<file path="src/rtl/fetch_prefetch.sv">
// Pipelined instruction fetch stage with a DEPTH-entry prefetch queue ahead of the decoder.
// Define FETCH_SEQ_BURST_EN to mark back-to-back sequential fetches as SEQ transfers.
module fetch_prefetch #(
  parameter int unsigned DEPTH    = 4,
  parameter logic [31:0] RESET_PC = 32'h0000_0000
) (
  input  logic        clock,
  input  logic        reset,
  input  logic        redirect,
  input  logic [31:0] redirect_pc,
  input  logic        bus_available,
  input  logic        bus_ready,
  output logic [31:0] bus_address,
  output logic        bus_write,
  output logic [1:0]  bus_trans,
  input  logic        bus_response,
  input  logic [31:0] bus_read_data,
  output logic        decoder_valid,
  input  logic        decoder_ready,
  output logic [31:0] decoder_data,
  output logic [31:0] out_pc,
  output logic        out_fault
);

  localparam logic [1:0] TRANS_IDLE   = 2'b00;
  localparam logic [1:0] TRANS_NONSEQ = 2'b10;
  localparam logic [1:0] TRANS_SEQ    = 2'b11;
  localparam int unsigned PW = $clog2(DEPTH);

  logic [31:0]      fetch_pc;
  logic             halted;
  logic             data_active;
  logic [31:0]      data_addr;
  logic [1:0]       drop_cnt;
  logic [PW-1:0]    wr_ptr;
  logic [PW-1:0]    rd_ptr;
  logic [PW:0]      count;
  logic [31:0]      q_data [DEPTH];
  logic [31:0]      q_pc [DEPTH];
  logic [DEPTH-1:0] q_fault;

  logic          addr_active;
  logic          completing;
  logic          dropping;
  logic          err_now;
  logic          push;
  logic          pop;
  logic          issue;
  logic [1:0]    in_flight;
  logic [1:0]    remaining;
  logic [PW+1:0] credit_used;
  logic [1:0]    issue_trans;

  // Queued entries plus transfers still on the bus form the credit that bounds issue.
  always_comb begin
    addr_active = bus_trans != TRANS_IDLE;
    in_flight   = {1'b0, addr_active} + {1'b0, data_active};
    completing  = bus_ready && data_active;
    dropping    = completing && (drop_cnt != 2'd0);
    err_now     = completing && !dropping && bus_response;
    push        = completing && !dropping && !redirect;
    pop         = decoder_valid && decoder_ready && !redirect;
    remaining   = bus_ready ? {1'b0, addr_active} : in_flight;
    credit_used = {1'b0, count} + {{PW{1'b0}}, in_flight};
    issue       = bus_available && bus_ready && !halted && !redirect && !err_now &&
                  (credit_used < (PW+2)'(DEPTH));
  end

`ifdef FETCH_SEQ_BURST_EN
  logic        seq_ok;
  logic [31:0] last_issue;

  // A burst continues only across unbroken back-to-back issues within one 1 KiB page.
  always_ff @(posedge clock or negedge reset) begin
    if (!reset) begin
      seq_ok     <= 1'b0;
      last_issue <= 32'h0;
    end else if (redirect || err_now) begin
      seq_ok <= 1'b0;
    end else if (issue) begin
      seq_ok     <= 1'b1;
      last_issue <= fetch_pc;
    end else if (bus_ready) begin
      seq_ok <= 1'b0;
    end
  end

  assign issue_trans = (seq_ok && (fetch_pc == last_issue + 32'd4) && (fetch_pc[9:0] != 10'd0))
                       ? TRANS_SEQ : TRANS_NONSEQ;
`else
  assign issue_trans = TRANS_NONSEQ;
`endif

  assign bus_write = 1'b0;

  always_ff @(posedge clock or negedge reset) begin
    if (!reset) begin
      bus_trans   <= TRANS_IDLE;
      bus_address <= RESET_PC;
      fetch_pc    <= RESET_PC;
      data_active <= 1'b0;
      data_addr   <= 32'h0;
    end else begin
      if (bus_ready) begin
        data_active <= addr_active;
        data_addr   <= bus_address;
        bus_trans   <= issue ? issue_trans : TRANS_IDLE;
      end
      if (issue) begin
        bus_address <= fetch_pc;
        fetch_pc    <= fetch_pc + 32'd4;
      end
      if (redirect) begin
        fetch_pc <= redirect_pc & ~32'd3;
      end
    end
  end

  // Transfers still outstanding at a redirect or behind an error are discarded on completion.
  always_ff @(posedge clock or negedge reset) begin
    if (!reset) begin
      halted   <= 1'b0;
      drop_cnt <= 2'd0;
    end else if (redirect) begin
      halted   <= 1'b0;
      drop_cnt <= remaining;
    end else begin
      if (err_now) begin
        halted   <= 1'b1;
        drop_cnt <= remaining;
      end else if (dropping) begin
        drop_cnt <= drop_cnt - 2'd1;
      end
    end
  end

  always_ff @(posedge clock or negedge reset) begin
    if (!reset) begin
      wr_ptr <= '0;
      rd_ptr <= '0;
      count  <= '0;
    end else if (redirect) begin
      wr_ptr <= '0;
      rd_ptr <= '0;
      count  <= '0;
    end else begin
      if (push) wr_ptr <= wr_ptr + 1'b1;
      if (pop)  rd_ptr <= rd_ptr + 1'b1;
      if (push && !pop)      count <= count + 1'b1;
      else if (pop && !push) count <= count - 1'b1;
    end
  end

  always_ff @(posedge clock) begin
    if (push) begin
      q_data[wr_ptr]  <= bus_response ? 32'h0 : bus_read_data;
      q_pc[wr_ptr]    <= data_addr;
      q_fault[wr_ptr] <= bus_response;
    end
  end

  assign decoder_valid = count != '0;
  assign decoder_data  = decoder_valid ? q_data[rd_ptr]  : 32'h0;
  assign out_pc        = decoder_valid ? q_pc[rd_ptr]    : 32'h0;
  assign out_fault     = decoder_valid ? q_fault[rd_ptr] : 1'b0;

endmodule
</file>
<file path="config.mk">
export PLATFORM = sky130hd
export DESIGN_NAME = fetch_prefetch
export DESIGN_NICKNAME = d
export VERILOG_FILES = /design/src/rtl/fetch_prefetch.sv
export SDC_FILE = /design/constraint.sdc
export NUM_CORES = 1
export LEC_CHECK = 0
export BUFFER_PORTS_ARGS = -buffer_cell sky130_fd_sc_hd__buf_2
export CAP_MARGIN = 20
export CORE_MARGIN = 5
export CORE_UTILIZATION = 35
export CTS_CLUSTER_DIAMETER = 40
export DETAILED_ROUTE_END_ITERATION = 12
export HOLD_SLACK_MARGIN = 0.05
export PLACE_DENSITY_LB_ADDON = 0.08
export SKIP_LAST_GASP = 1
export SLEW_MARGIN = 15
export SYNTH_ARGS = -nofsm -noshare
export SYNTH_HDL_FRONTEND = slang
export SYNTH_SLANG_ARGS = --single-unit
</file>
<file path="constraint.sdc">
create_clock -name clock -period 3.05 [get_ports clock]
set_input_delay 0.305 -clock clock [delete_from_list [all_inputs] [get_ports clock]]
set_output_delay 0.305 -clock clock [all_outputs]
set_load 0.02 [all_outputs]
</file>
Word-level counts from Yosys, hierarchy flattened. Memory sizes are Yosys's and may differ from the RTL's. Index checks and enable logic that the tools add are counted. Widths: inputs -> output; s select.

Logic and storage cells: 82. Input bits: 71. Memories: 2. Bits in writable memories: 256. Output and inout bits: 101. Register bits: 113.

Memories: q_data (words 4, bits a word 32, read ports 1, clocked after memory_dff 0, write ports 1, line 38) `logic [31:0] q_data [DEPTH];`; q_pc (words 4, bits a word 32, read ports 1, clocked after memory_dff 0, write ports 1, line 39) `logic [31:0] q_pc [DEPTH];`.

Reductions and logical operators: 30. Add/sub/neg operators: 8. Order comparisons: 4. Mux-type cells: 27.

Operators by type and width (count): $mux 32 (5); $add 32x3->32 const B (1); $mux 2 (9); $logic_and 1x1->1 (15); $reduce_bool 2->1 (6); $mux 3 (3); $reduce_bool 3->1 (3); $mux 1 (7); $logic_not 1->1 (6); $lt 2x3->1 const B (2); $add 2x1->2 const B (2); $add 3x2->4 (1); $bwmux 4 (1); $lt 4x3->1 const B (1); $add 3x1->3 const B (1); $sub 3x1->3 const B (1); $add 1x1->2 (1); $bmux 1 s2 (1); $demux 1 s2 (1); $ge 2x1->1 const B (1); $sub 2x1->2 const B (1).

Depth between registers and ports, before layout.
Depth in word-level cells: 10. Depth in mapped cells: 9. Depth with buffers taken out: 9.

Least setup slack after synthesis. OpenSTA, ideal clock, no wires.

Path type: reg-to-reg. Start point: register drop_cnt[0]. End point: memory q_data[0][0] (enable). Setup slack: 0.057 ns. Setup time: 0.428 ns. Period minus slack after synthesis: 2.993 ns. Cell stages (with the launch flop): 6. Buffers on the path: 0. Arrival: 2.566 ns. Data required time: 2.622 ns. Path through: dfrtp_1 -> inv_1 -> ha_1 -> nand3_2 -> nor2_1 -> and2_1.

Word-level cells in the longest chain between the ends: 7.

Ends and longest elaborated chain: start: declaration (line 34) `logic [1:0] drop_cnt;`; start signal: assignment (line 126) `drop_cnt <= remaining;`; start signal: assignment (line 130) `drop_cnt <= remaining;`; start signal: assignment (line 132) `drop_cnt <= drop_cnt - 2'd1;`; $reduce_bool 2->1 (line 59) `dropping = completing && (drop_cnt != 2'd0);`; $logic_and 1x1->1 (line 59); $logic_not 1->1 (line 61) `push = completing && !dropping && !redirect;`; $logic_and 1x1->1 (2 in series) (line 61); $mux 1 (line 155) `if (push) begin`; $mux 1 (line 156) `q_data[wr_ptr] <= bus_response ? 32'h0 : bus_read_data;`; end: declaration (line 38).

Every way passes these cells.

Worst setup path after layout.
Start point: register rd_ptr[0]. End point: output out_pc[5].

Word-level cells in the longest chain between the ends: 2.

Ends and longest elaborated chain: start: declaration (line 36) `logic [PW-1:0] rd_ptr;`; start signal: assignment (line 148) `if (pop) rd_ptr <= rd_ptr + 1'b1;`; $mem_v2 4x32; $mux 32 (line 164) `assign out_pc = decoder_valid ? q_pc[rd_ptr] : 32'h0;`; end: declaration (line 21) `output logic [31:0] out_pc,`.

Every way passes these cells.

==> flow_summary.json <==
{
  "grt_max_degree": 63,
  "reg2reg_depth": 9,
  "ys_top_cells_by_area": "edfxtp_1 52%, dfrtp_1 17%, mux4_2 9.7%",
  "power_density_nw_per_um2": 902,
  "async_flop_share_pct": 28.8,
  "worstSetupPathType": "reg2out",
  "cts_tree": "done",
  "port_buffers": 163,
  "path_cells": "buf_12 > mux4_2 > and2_1 > buf_2",
  "final_area_um2": 18300,
  "crit_fanout": 28,
  "crit_path_start": "rd_ptr[0]",
  "drt_iter0_markers": 366,
  "required_ns": 2.74,
  "antenna_found_initial": 1,
  "cpMaxStageDelayCell": "mux4_2",
  "root_buffer": "clkbuf_16",
  "status": "finished, final reports clean",
  "grt_pass1_vias": 8936,
  "dieHeight_um": 215,
  "final_nets": 1232,
  "crit_end": "out_pc[5]",
  "ys_ff_latch": 354,
  "io_pins": 172,
  "slowest_delay_ns": 0.56,
  "start_kind": "register",
  "r2r_start": "data_active",
  "drive_gt1_share_pct": 32.6,
  "synth.top_cell.area_share_pct": 51.6,
  "grt_pass1_wl_um": 53900,
  "reg2reg_slack_ns": 0.63,
  "synthFlopType": "edfxtp_1",
  "place_area_um2": 16200,
  "clock_path_buffers": 3,
  "yosys_warnings": 0,
  "dp_hpwl_um": 21500,
  "endpoint_kind": "primary output",
  "wl_per_cell_um": 19.7,
  "instances_no_fill": 1738,
  "final-seq-area_um2": 10100,
  "synth_area_per_cell_um2": 15.8,
  "synth.most_common_cell": "edfxtp_1",
  "core_area_um2": 41700,
  "num_rows": 75,
  "numCtsBuffers": 55,
  "synth_common_cells": "252 x edfxtp_1, 116 x nand2_1, 102 x dfrtp_1, 70 x and2_1, 63 x mux4_2",
  "max_freq_mhz": 376,
  "drt-pass1-iter-count": 4,
  "total_power_w": 0.0165,
  "max-vdd-ir-drop_mv": 0.499,
  "finalMaxSlewViolations": 0,
  "gp_congestion": 0.740,
  "period_share_pct": 87.1,
  "drc_errors": 0,
  "cts.clk_slew.worst_paths_ns": 0.05,
  "synth_enable_flop_cells": 252,
  "min_from": "bus_ready",
  "fin_crit_ns": 2.66,
  "syn_area_um2": 14700,
  "area_growth_pct": 25.0,
  "synth_cell_types": 62,
  "hold_violations": 0,
  "grt_use_total_pct": 14.9,
  "start_util_pct": 35.2,
  "worstMarginPinSlew_ns": 0.800,
  "r2r_end": "fetch_pc[11]",
  "multi_input_area_um2": 4200,
  "nFillCells": 3812,
  "setup_viol": 0,
  "dp_cells": 1602,
  "grt_overflow_total": 0,
  "rsz0062_at_grt": "false",
  "slew_headroom_pct": 46.7,
  "syn_inst": 928,
  "leakagePower_nw": 7.02,
  "hp-class": "in2reg",
  "cap_violations": 0,
  "clock_latency_ns": 0.57,
  "setup_ws_ns": 0.392,
  "cts_htree_levels": 2,
  "wl_um": 34200,
  "drtAntennaViolNets": 0,
  "cts_sinks": 354,
  "synth-seq-area-share_pct": 69.0,
  "cts-resized-gates": 0,
  "die_area_um2": 46100,
  "detailedPlace.worstSlack_ns": 0.620,
  "die_w_um": 215,
  "clock_skew_ns": 0.0193,
  "tns_ns": 0,
  "yosysTopAreaCell": "edfxtp_1",
  "routed_via_density": 4.89,
  "vias": 8504,
  "worstPathArrival_ns": 2.35
}
layout by cell type (no fill, tap or decap), types with 5 or more instances in the layout:
cell type / synthesis / routed
mux2_2: 31 / 31
clkbuf_1: 15 / 5
and2_1: 70 / 66
nor2b_1: 34 / 34
dlygate4sd3_1: 0 / 32
dfrtp_1: 102 / 100
inv_1: 12 / 12
nand4_1: 17 / 17
o211ai_1: 7 / 7
nand3_1: 16 / 16
conb_1: 1 / 6
mux2i_1: 6 / 6
buf_4: 13 / 19
clkinv_1: 0 / 12
clkbuf_16: 0 / 57
nand2_1: 116 / 116
buf_2: 22 / 162
clkinv_2: 0 / 9
ha_1: 8 / 8
a21oi_1: 8 / 8
nor2_1: 23 / 23
clkinv_4: 0 / 5
inv_6: 0 / 7
nand3b_1: 5 / 5
mux4_2: 63 / 63
a221o_1: 5 / 5
edfxtp_1: 252 / 252
nor3_1: 5 / 5
o21ai_0: 21 / 21
buf_12: 0 / 10
area by class of cell:
| cell class | count | area share (%) |
|---|---|---|
| inverter | 12 | 0.246 |
| timing repair buffer | 223 | 8.04 |
| tap | 539 | 3.68 |
| clock buffer | 63 | 7.96 |
| clock inverter | 40 | 1.84 |
| multi-input combinational | 506 | 22.9 |
| sequential | 354 | 55.3 |
| antenna | 1 | 0.0137 |
metrics by stage:
step	util (%)	hold WS, ns
after floorplan	-	0.00941
after global placement	38.9	0.452
after detailed placement	38.9	0.456
after CTS	44.0	0.0549
after global routing	44.0	0.0917
final	44.0	0.0910
flip-flops by register name (all words and copies together), names as in the netlist:
signal and count:
bus_address 30, bus_trans 1, count 3, data_active 1
data_addr 30, drop_cnt 2, fetch_pc 30, halted 1
q_data 128, q_fault 4, q_pc 120, rd_ptr 2
wr_ptr 2
critical path: cells and delay by family, from the launching register on:
| family | cells | cell delay, ns |
|---|---|---|
| buf+inv | 2 | 0.45 |
| flops | 1 | 0.55 |
| mux | 1 | 0.56 |
| simple gates | 1 | 0.20 |
cells by family (layout without fill, tap and decap cells):
kind of cell / after synthesis / count (layout) / share of synthesized area, %
buffers and inverters: 73 / 338 / 2.51
other: 1 / 7 / 0.0256
adders and majority gates: 9 / 9 / 0.819
and+or+nand+nor: 314 / 314 / 11.4
xor gates and xnor gates: 7 / 7 / 0.469
muxes: 100 / 100 / 12.5
DFF: 354 / 354 / 69.0
AOI/OAI and AO/OA: 70 / 70 / 3.34
worst min-delay path by stage:
stage / end / cells past startpoint
after floorplan: bus_address[10] / 0
after CTS: halted / 3
final: halted / 3
after global placement: data_addr[18] / 1
after global routing: halted / 3
after detailed placement: data_addr[19] / 1
where the power goes:
group | leakage [nW] | internal (W) | total, W | switching [W]
Clock | 0.879 | 0.00378 | 0.00601 | 0.00223
Sequential | 3.58 | 0.00586 | 0.00643 | 0.000574
Combinational | 2.56 | 0.00171 | 0.00409 | 0.00238
Total | 7.02 | 0.0113 | 0.0165 | 0.00519
timing repair:
action / 4_1_cts / 5_1_grt
setup buffers: 0 / 0
hold buffers: 32 / 0
endpoints found under the hold margin: 92 / 0
setup endpoints to repair: 0 / 0
routing by layer:
metal	global-route usage [%]	vias up	part of all wire [%]
li1	-	3942	-
met1	21.4	4332	48
met2	22.7	183	46
met3	3.20	47	4.5
met4	4.66	0	1.9
met5	0	-	0
Power figures use the tool's default switching activity.
